<file path="src/rtl/mul_arb_if.sv">
// mul_arb_if: requester and multiplier-side signals of the shared-multiplier arbiter.
interface mul_arb_if #(
    parameter int XLEN = 64,
    parameter int TAGW = 4
);
    logic [1:0]        ReqValid, ReqReady;
    logic [2*XLEN-1:0] ReqA, ReqB;
    logic [5:0]        ReqFunct3;
    logic [2*TAGW-1:0] ReqTag;
    logic [1:0]        Kill, ResValid, ResReady;
    logic [2*XLEN-1:0] ResData;
    logic [2*TAGW-1:0] ResTag;
    logic [XLEN-1:0]   MulSrcA, MulSrcB;
    logic [2:0]        MulFunct3;
    logic              MulStallM, MulFlushM;
    logic [2*XLEN-1:0] MulProdM;

    modport slave (
        input  ReqValid, ReqA, ReqB, ReqFunct3, ReqTag, Kill, ResReady, MulProdM,
        output ReqReady, ResValid, ResData, ResTag, MulSrcA, MulSrcB, MulFunct3, MulStallM, MulFlushM
    );
    modport master (
        output ReqValid, ReqA, ReqB, ReqFunct3, ReqTag, Kill, ResReady, MulProdM,
        input  ReqReady, ResValid, ResData, ResTag, MulSrcA, MulSrcB, MulFunct3, MulStallM, MulFlushM
    );
endinterface

</file>
<file path="src/rtl/mul_arb.sv">
// mul_arb: round-robin sharing of one pipelined multiplier between two requesters,
// with a Memory-stage shadow register and a 2-entry result FIFO per requester.
module mul_arb #(
    parameter int XLEN = 64,
    parameter int TAGW = 4
) (
    input logic   clk,
    input logic   reset,
    mul_arb_if.slave bus
);
    logic              rst;
    logic [1:0]        occ [2];
    logic [XLEN-1:0]   fd [2][2];
    logic [TAGW-1:0]   ft [2][2];
    logic              sh_v, sh_own, ptr;
    logic [1:0]        sh_f;
    logic [TAGW-1:0]   sh_tag;
    logic [1:0]        infl, pop, push, ok, rdy, gnt, wi;
    logic [XLEN-1:0]   ret;

    assign rst = !reset;

    always_comb begin
        ret = sh_f == 2'b00 ? bus.MulProdM[XLEN-1:0] : bus.MulProdM[2*XLEN-1:XLEN];
        for (int i = 0; i < 2; i++) begin
            infl[i] = sh_v && sh_own == 1'(i);
            pop[i]  = bus.ResValid[i] & bus.ResReady[i];
            push[i] = infl[i] & !bus.Kill[i];
            ok[i]   = ({1'b0, occ[i]} + {2'b0, infl[i]} - {2'b0, pop[i]}) < 3'd2 && !bus.Kill[i];
            wi[i]   = occ[i] - {1'b0, pop[i]} != 2'd0;
        end
        // A freed FIFO slot (pop) is reusable in the same cycle, hence ResReady feeds ReqReady.
        rdy[0] = !rst && ok[0] && (!ptr || !(bus.ReqValid[1] && ok[1]));
        rdy[1] = !rst && ok[1] && (ptr || !(bus.ReqValid[0] && ok[0]));
        gnt    = bus.ReqValid & rdy;
    end

    assign bus.ReqReady  = rdy;
    assign bus.ResValid  = rst ? 2'b00 : {occ[1] != 2'd0, occ[0] != 2'd0};
    assign bus.ResData   = rst ? '0 : {fd[1][0], fd[0][0]};
    assign bus.ResTag    = rst ? '0 : {ft[1][0], ft[0][0]};
    assign bus.MulSrcA   = gnt[1] ? bus.ReqA[XLEN +: XLEN] : gnt[0] ? bus.ReqA[0 +: XLEN] : '0;
    assign bus.MulSrcB   = gnt[1] ? bus.ReqB[XLEN +: XLEN] : gnt[0] ? bus.ReqB[0 +: XLEN] : '0;
    assign bus.MulFunct3 = gnt[1] ? bus.ReqFunct3[5:3] : gnt[0] ? bus.ReqFunct3[2:0] : 3'b000;
    assign bus.MulStallM = ~|gnt;
    assign bus.MulFlushM = 1'b0;

    always_ff @(posedge clk) begin
        if (rst) begin
            sh_v   <= 1'b0;
            sh_own <= 1'b0;
            sh_f   <= 2'b00;
            sh_tag <= '0;
            ptr    <= 1'b0;
        end else begin
            sh_v   <= |gnt;
            sh_own <= gnt[1];
            sh_f   <= gnt[1] ? bus.ReqFunct3[4:3] : gnt[0] ? bus.ReqFunct3[1:0] : 2'b00;
            sh_tag <= gnt[1] ? bus.ReqTag[TAGW +: TAGW] : gnt[0] ? bus.ReqTag[0 +: TAGW] : '0;
            if (|gnt)
                ptr <= !gnt[1];
        end
    end

    always_ff @(posedge clk) begin
        for (int i = 0; i < 2; i++) begin
            occ[i] <= (rst || bus.Kill[i]) ? 2'd0 : occ[i] + {1'b0, push[i]} - {1'b0, pop[i]};
            if (rst) begin
                fd[i][0] <= '0;
                fd[i][1] <= '0;
                ft[i][0] <= '0;
                ft[i][1] <= '0;
            end else if (!bus.Kill[i]) begin
                if (pop[i]) begin
                    fd[i][0] <= fd[i][1];
                    ft[i][0] <= ft[i][1];
                end
                // Push lands behind whatever survives this cycle's pop.
                if (push[i]) begin
                    fd[i][wi[i]] <= ret;
                    ft[i][wi[i]] <= sh_tag;
                end
            end
        end
    end
endmodule

</file>
<file path="src/flat_wrapper.sv">
// flat-port wrapper written by rule: the top's interface ports become plain ports
module mul_arb_flat 
#(
    parameter int XLEN = 64,
    parameter int TAGW = 4
)
  (clk, reset, bus_ReqValid, bus_ReqA, bus_ReqB, bus_ReqFunct3, bus_ReqTag, bus_Kill, bus_ResReady, bus_MulProdM, bus_ReqReady, bus_ResValid, bus_ResData, bus_ResTag, bus_MulSrcA, bus_MulSrcB, bus_MulFunct3, bus_MulStallM, bus_MulFlushM);
  mul_arb_if #(.XLEN(XLEN), .TAGW(TAGW)) bus_i ();
  input logic clk;
  input logic reset;
  input wire logic [$bits(bus_i.ReqValid)-1:0] bus_ReqValid;
  input wire logic [$bits(bus_i.ReqA)-1:0] bus_ReqA;
  input wire logic [$bits(bus_i.ReqB)-1:0] bus_ReqB;
  input wire logic [$bits(bus_i.ReqFunct3)-1:0] bus_ReqFunct3;
  input wire logic [$bits(bus_i.ReqTag)-1:0] bus_ReqTag;
  input wire logic [$bits(bus_i.Kill)-1:0] bus_Kill;
  input wire logic [$bits(bus_i.ResReady)-1:0] bus_ResReady;
  input wire logic [$bits(bus_i.MulProdM)-1:0] bus_MulProdM;
  output wire logic [$bits(bus_i.ReqReady)-1:0] bus_ReqReady;
  output wire logic [$bits(bus_i.ResValid)-1:0] bus_ResValid;
  output wire logic [$bits(bus_i.ResData)-1:0] bus_ResData;
  output wire logic [$bits(bus_i.ResTag)-1:0] bus_ResTag;
  output wire logic [$bits(bus_i.MulSrcA)-1:0] bus_MulSrcA;
  output wire logic [$bits(bus_i.MulSrcB)-1:0] bus_MulSrcB;
  output wire logic [$bits(bus_i.MulFunct3)-1:0] bus_MulFunct3;
  output wire logic [$bits(bus_i.MulStallM)-1:0] bus_MulStallM;
  output wire logic [$bits(bus_i.MulFlushM)-1:0] bus_MulFlushM;
  assign bus_i.ReqValid = bus_ReqValid;
  assign bus_i.ReqA = bus_ReqA;
  assign bus_i.ReqB = bus_ReqB;
  assign bus_i.ReqFunct3 = bus_ReqFunct3;
  assign bus_i.ReqTag = bus_ReqTag;
  assign bus_i.Kill = bus_Kill;
  assign bus_i.ResReady = bus_ResReady;
  assign bus_i.MulProdM = bus_MulProdM;
  assign bus_ReqReady = bus_i.ReqReady;
  assign bus_ResValid = bus_i.ResValid;
  assign bus_ResData = bus_i.ResData;
  assign bus_ResTag = bus_i.ResTag;
  assign bus_MulSrcA = bus_i.MulSrcA;
  assign bus_MulSrcB = bus_i.MulSrcB;
  assign bus_MulFunct3 = bus_i.MulFunct3;
  assign bus_MulStallM = bus_i.MulStallM;
  assign bus_MulFlushM = bus_i.MulFlushM;
  mul_arb #(.XLEN(XLEN), .TAGW(TAGW)) u_core (.clk(clk), .reset(reset), .bus(bus_i));
endmodule
</file>
<file path="config.mk">
export PLATFORM = sky130hd
export DESIGN_NAME = mul_arb_flat
export DESIGN_NICKNAME = d
export VERILOG_FILES = /design/src/rtl/mul_arb_if.sv /design/src/rtl/mul_arb.sv /design/src/flat_wrapper.sv
export SDC_FILE = /design/constraint.sdc
export NUM_CORES = 1
export LEC_CHECK = 0
export ABC_AREA = 1
export BUFFER_PORTS_ARGS = -buffer_cell sky130_fd_sc_hd__buf_2
export CORE_AREA = 4 4 261 263
export CTS_CLUSTER_SIZE = 25
export DETAILED_ROUTE_END_ITERATION = 10
export DIE_AREA = 0 0 265 267
export GPL_ROUTABILITY_DRIVEN = 0
export PLACE_DENSITY = 0.55
export SLEW_MARGIN = 10
export SYNTH_ARGS = -nofsm -noshare
export SYNTH_HDL_FRONTEND = slang
export SYNTH_SLANG_ARGS = --single-unit
</file>
<file path="constraint.sdc">
create_clock -name clk -period 4.03 [get_ports clk]
set_input_delay 0.403 -clock clk [delete_from_list [all_inputs] [get_ports clk]]
set_output_delay 0.403 -clock clk [all_outputs]
set_load 0.01 [all_outputs]
</file>
==> flow_metrics.env <==
export IMPL_cap_violations=0
export IMPL_antenna_found_initial=19
export IMPL_crit_fanout=12
export IMPL_seq_power_share_pct=45.3
export IMPL_cp_end_kind="primary output"
export IMPL_setup_worst_path_start="u_core.occ[0][3]$_SDFF_PP0_"
export IMPL_power_frac_comb_pct=14.1
export IMPL_fp_row_count=94
export IMPL_h_tree_depth=2
export IMPL_ys_ff_latch=285
export IMPL_cts_buffers=34
export IMPL_irDropWorstVdd_mv=0.209
export IMPL_core_area_um2=65600
export IMPL_die_w_um=265
export IMPL_drcViolationCount=0
export IMPL_synth_area_um2=15900
export IMPL_start_util_pct=24.2
export IMPL_cp_start_kind="flip-flop"
export IMPL_yosysSeqAreaShare_pct=53.1
export IMPL_critPathKind="reg -> out"
export IMPL_r2r_start="u_core.occ[0][3]$_SDFF_PP0_"
export IMPL_power_w=0.00748
export IMPL_post_route_min_period_ns=3.92
export IMPL_fmax_mhz=255
export IMPL_die_area_um2=70800
export IMPL_avgViaCountPerCell=4.36
export IMPL_register_area_um2=8430
export IMPL_fillers=7171
export IMPL_ant_nets=0
export IMPL_routed_wl_mm=70.8
export IMPL_holdBufCountCts=0
export IMPL_final_util_pct=32.7
export IMPL_setup_violations=0
export IMPL_num_vias=15659
export IMPL_cts_buffer_depth=3
export IMPL_synth_mux_area_share_pct=0
export IMPL_grt_pass1_vias=14848
export IMPL_multi_input_area_um2=5520
export IMPL_p_leak_nw=12.0
export IMPL_final_hold_viol_count=0
export IMPL_grt_max_degree=137
export IMPL_first_iter_violations=1013
export IMPL_worst_pin_slew_ns=1.11
export IMPL_power_density_nw_per_um2=348
export IMPL_wl_per_cell_um=19.7
export IMPL_synth_xor_area_share_pct=0.110
export IMPL_overflow=0
export IMPL_status="completed"
export IMPL_cts_num_sinks=285
export IMPL_dp_hpwl_mm=52.8
export IMPL_synth_compound_area_share_pct=6.51
export IMPL_clk_pin_slew_worst_paths_ns=0.06
export IMPL_crit_required_ns=3.63
export IMPL_swShare_pct=26.1
export IMPL_final_period_utilization_pct=97.1
export IMPL_drv_slew=0
export IMPL_grt_pass1_wl_mm=99.3
export IMPL_p_int_w=0.00552
export IMPL_clkLatencyLatePin_ns=0.52
export IMPL_synth_top_family_by_area="simple AND/OR/NAND/NOR gates"
export IMPL_grt_usage_pct=18.9
export IMPL_arrival_ns=3.51
export IMPL_max_slew_margin_pct=26.1
export IMPL_area_delta_synth_final_pct=35.5
export IMPL_firstDrtPassIters=5
export IMPL_yosysWarnings=0
export IMPL_min_path_type="in -> reg"
export IMPL_synth_distinct_cells=27
export IMPL_synthAdderAreaFrac_pct=0.647
export IMPL_io_buffers=677
export IMPL_fin_skew_ns=0.0138
export IMPL_p_sw_w=0.00195
export IMPL_syn_avg_cell_area_um2=7.68
export IMPL_top_level_ports=679
export IMPL_nNetsFinal=3105
export IMPL_drive_gt1_share_pct=29.4
export IMPL_syn_instance_count=2065
export IMPL_synth_nets=2478
export IMPL_min_delay_start="bus_ReqTag[7]"
export IMPL_cts_tree="done"
export IMPL_cts_root_buf="clkbuf_16"
export IMPL_p_clk_share_pct=40.6
export IMPL_die_h_um=267
export IMPL_synth_simple_area_share_pct=26.6
## per-stage QoR
| step | hold slack, ns | cell area (um^2) | worst slack (ns) | setup TNS, ns | cells |
|---|---|---|---|---|---|
| final | 0.0841 | 21500 | 0.115 | 0 | 3591 |
| after global routing | 0.0595 | 21500 | -0.0571 | -0.455 | 3590 |
| after CTS | 0.0393 | 21300 | -0.0324 | -0.395 | 3575 |
| after detailed placement | 0.524 | 20100 | 0.303 | 0 | 3505 |
| after global placement | 0.521 | 20100 | 0.277 | 0 | 3505 |
| after floorplan | 0.496 | 15900 | 0.0532 | 0 | 2065 |
## path summary, 6_finish.rpt
| kind | slack [ns] | cells after the start | end |
|---|---|---|---|
| setup / recovery | 0.11 | 18 | bus_MulSrcB[15] |
| setup reg to reg | 1.05 | 12 | u_core.fd[1][72]$_SDFFCE_PN0P_ |
| hold / removal | 0.08 | 3 | u_core.sh_tag[3]$_SDFF_PN0_ |
| hold reg to reg | 0.54 | 4 | u_core.ptr$_SDFFE_PN0P_ |
## worst max-delay path, stage by stage (launching register included)
cell,delay [ns]
dfxtp_2,0.35
inv_1,0.08
a21oi_2,0.15
and2_4,0.16
ha_1,0.22
inv_2,0.08
nand3_2,0.07
fa_1,0.50
inv_1,0.04
nor2_1,0.13
nand3_1,0.11
nor2_2,0.19
nand3_4,0.15
buf_12,0.17
inv_8,0.10
buf_12,0.15
nand2_1,0.05
nand2_1,0.11
buf_2,0.16
## cell families (layout without fill, tap and decap cells)
| kind of cell | Yosys count | count (layout) |
|---|---|---|
| AND/OR/NAND/NOR | 1068 | 1070 |
| XOR/XNOR | 2 | 2 |
| flip-flops | 285 | 285 |
| AO/OA/AOI/OAI | 204 | 204 |
| buffers and inverters | 498 | 1149 |
| adder cells (fa/ha/maj) | 7 | 7 |
| other | 1 | 10 |
## cell type report
class | count | share of cell area (%)
Antenna cell | 9 | 0.105
Clock buffer | 43 | 4.41
Clock inverter | 19 | 0.652
Inverter | 365 | 6.41
Multi-Input combinational cell | 1284 | 25.7
Sequential cell | 285 | 39.2
Tap cell | 864 | 5.03
Timing Repair Buffer | 721 | 18.4
Timing Repair inverter | 1 | 0.0524
## metal layers
metal / share of wire [%] / wire length (um) / vias to the layer above / GRT usage [%]
met3: 6.8 / 4820 / 110 / 3.49
met4: 3.6 / 2520 / 2 / 6.98
met2: 51 / 36100 / 632 / 34.1
met1: 39 / 27200 / 7270 / 22.3
met5: 0.028 / 20 / - / 0
li1: - / - / 7645 / -
## Yosys cell counts (all sizes together)
| master | instances | area (um^2) |
|---|---|---|
| dfxtp | 13 | 260 |
| nand3 | 145 | 731 |
| fa | 2 | 40.0 |
| nand2 | 697 | 2620 |
| xnor2 | 2 | 17.5 |
| clkbuf | 60 | 226 |
| o21ai | 202 | 1010 |
| ha | 5 | 62.6 |
| edfxtp | 272 | 8170 |
| inv | 365 | 1370 |
| nor2 | 220 | 828 |
| buf | 73 | 458 |
| conb | 1 | 3.75 |
| a21oi | 2 | 17.5 |
| nand4 | 4 | 31.3 |
| and2 | 2 | 12.5 |
## state kept, by name, indices dropped and copies added, names as in the netlist
register,flops
u_core.fd,256
u_core.ft,16
u_core.occ,4
u_core.sh_tag,4
u_core.sh_f,2
u_core.ptr,1
u_core.sh_own,1
u_core.sh_v,1
## power groups by stage
stage / Sequential [W] / Combinational [W] / Clock (W)
2_1_floorplan: 0.00345 / 0.000467 / 0
3_3_place_gp: 0.00345 / 0.00105 / 0
3_5_place_dp: 0.00345 / 0.00104 / 0
4_1_cts: 0.00339 / 0.00106 / 0.00314
5_1_grt: 0.00340 / 0.00117 / 0.00325
6_report: 0.00339 / 0.00105 / 0.00303
## cell usage in the layout (no fill, tap or decap), types with 3 or more instances in the layout
master | synthesis | layout
buf_12 | 0 | 13
clkbuf_16 | 0 | 39
nand2_4 | 0 | 4
inv_2 | 4 | 4
buf_4 | 7 | 26
nand3_1 | 144 | 140
diode_2 | 0 | 9
nand3_4 | 0 | 4
buf_6 | 13 | 4
buf_2 | 48 | 675
clkbuf_1 | 59 | 6
edfxtp_1 | 272 | 272
clkinv_1 | 0 | 10
o21ai_1 | 29 | 30
nand2_1 | 696 | 690
clkinv_2 | 0 | 5
dfxtp_1 | 13 | 11
nand2_2 | 1 | 3
nand4_1 | 3 | 3
inv_1 | 361 | 360
ha_1 | 5 | 5
o21ai_0 | 172 | 170
nor2_1 | 219 | 216
## repair_timing
item | 4_1_cts | 5_1_grt
pin swaps | 2 | 3
endpoints found under the setup margin | 125 | 131
gates cloned | 2 | 3
setup buffers | 6 | 4
resized for setup | 11 | 17
Note: power is estimated with default switching activity, not from simulation.
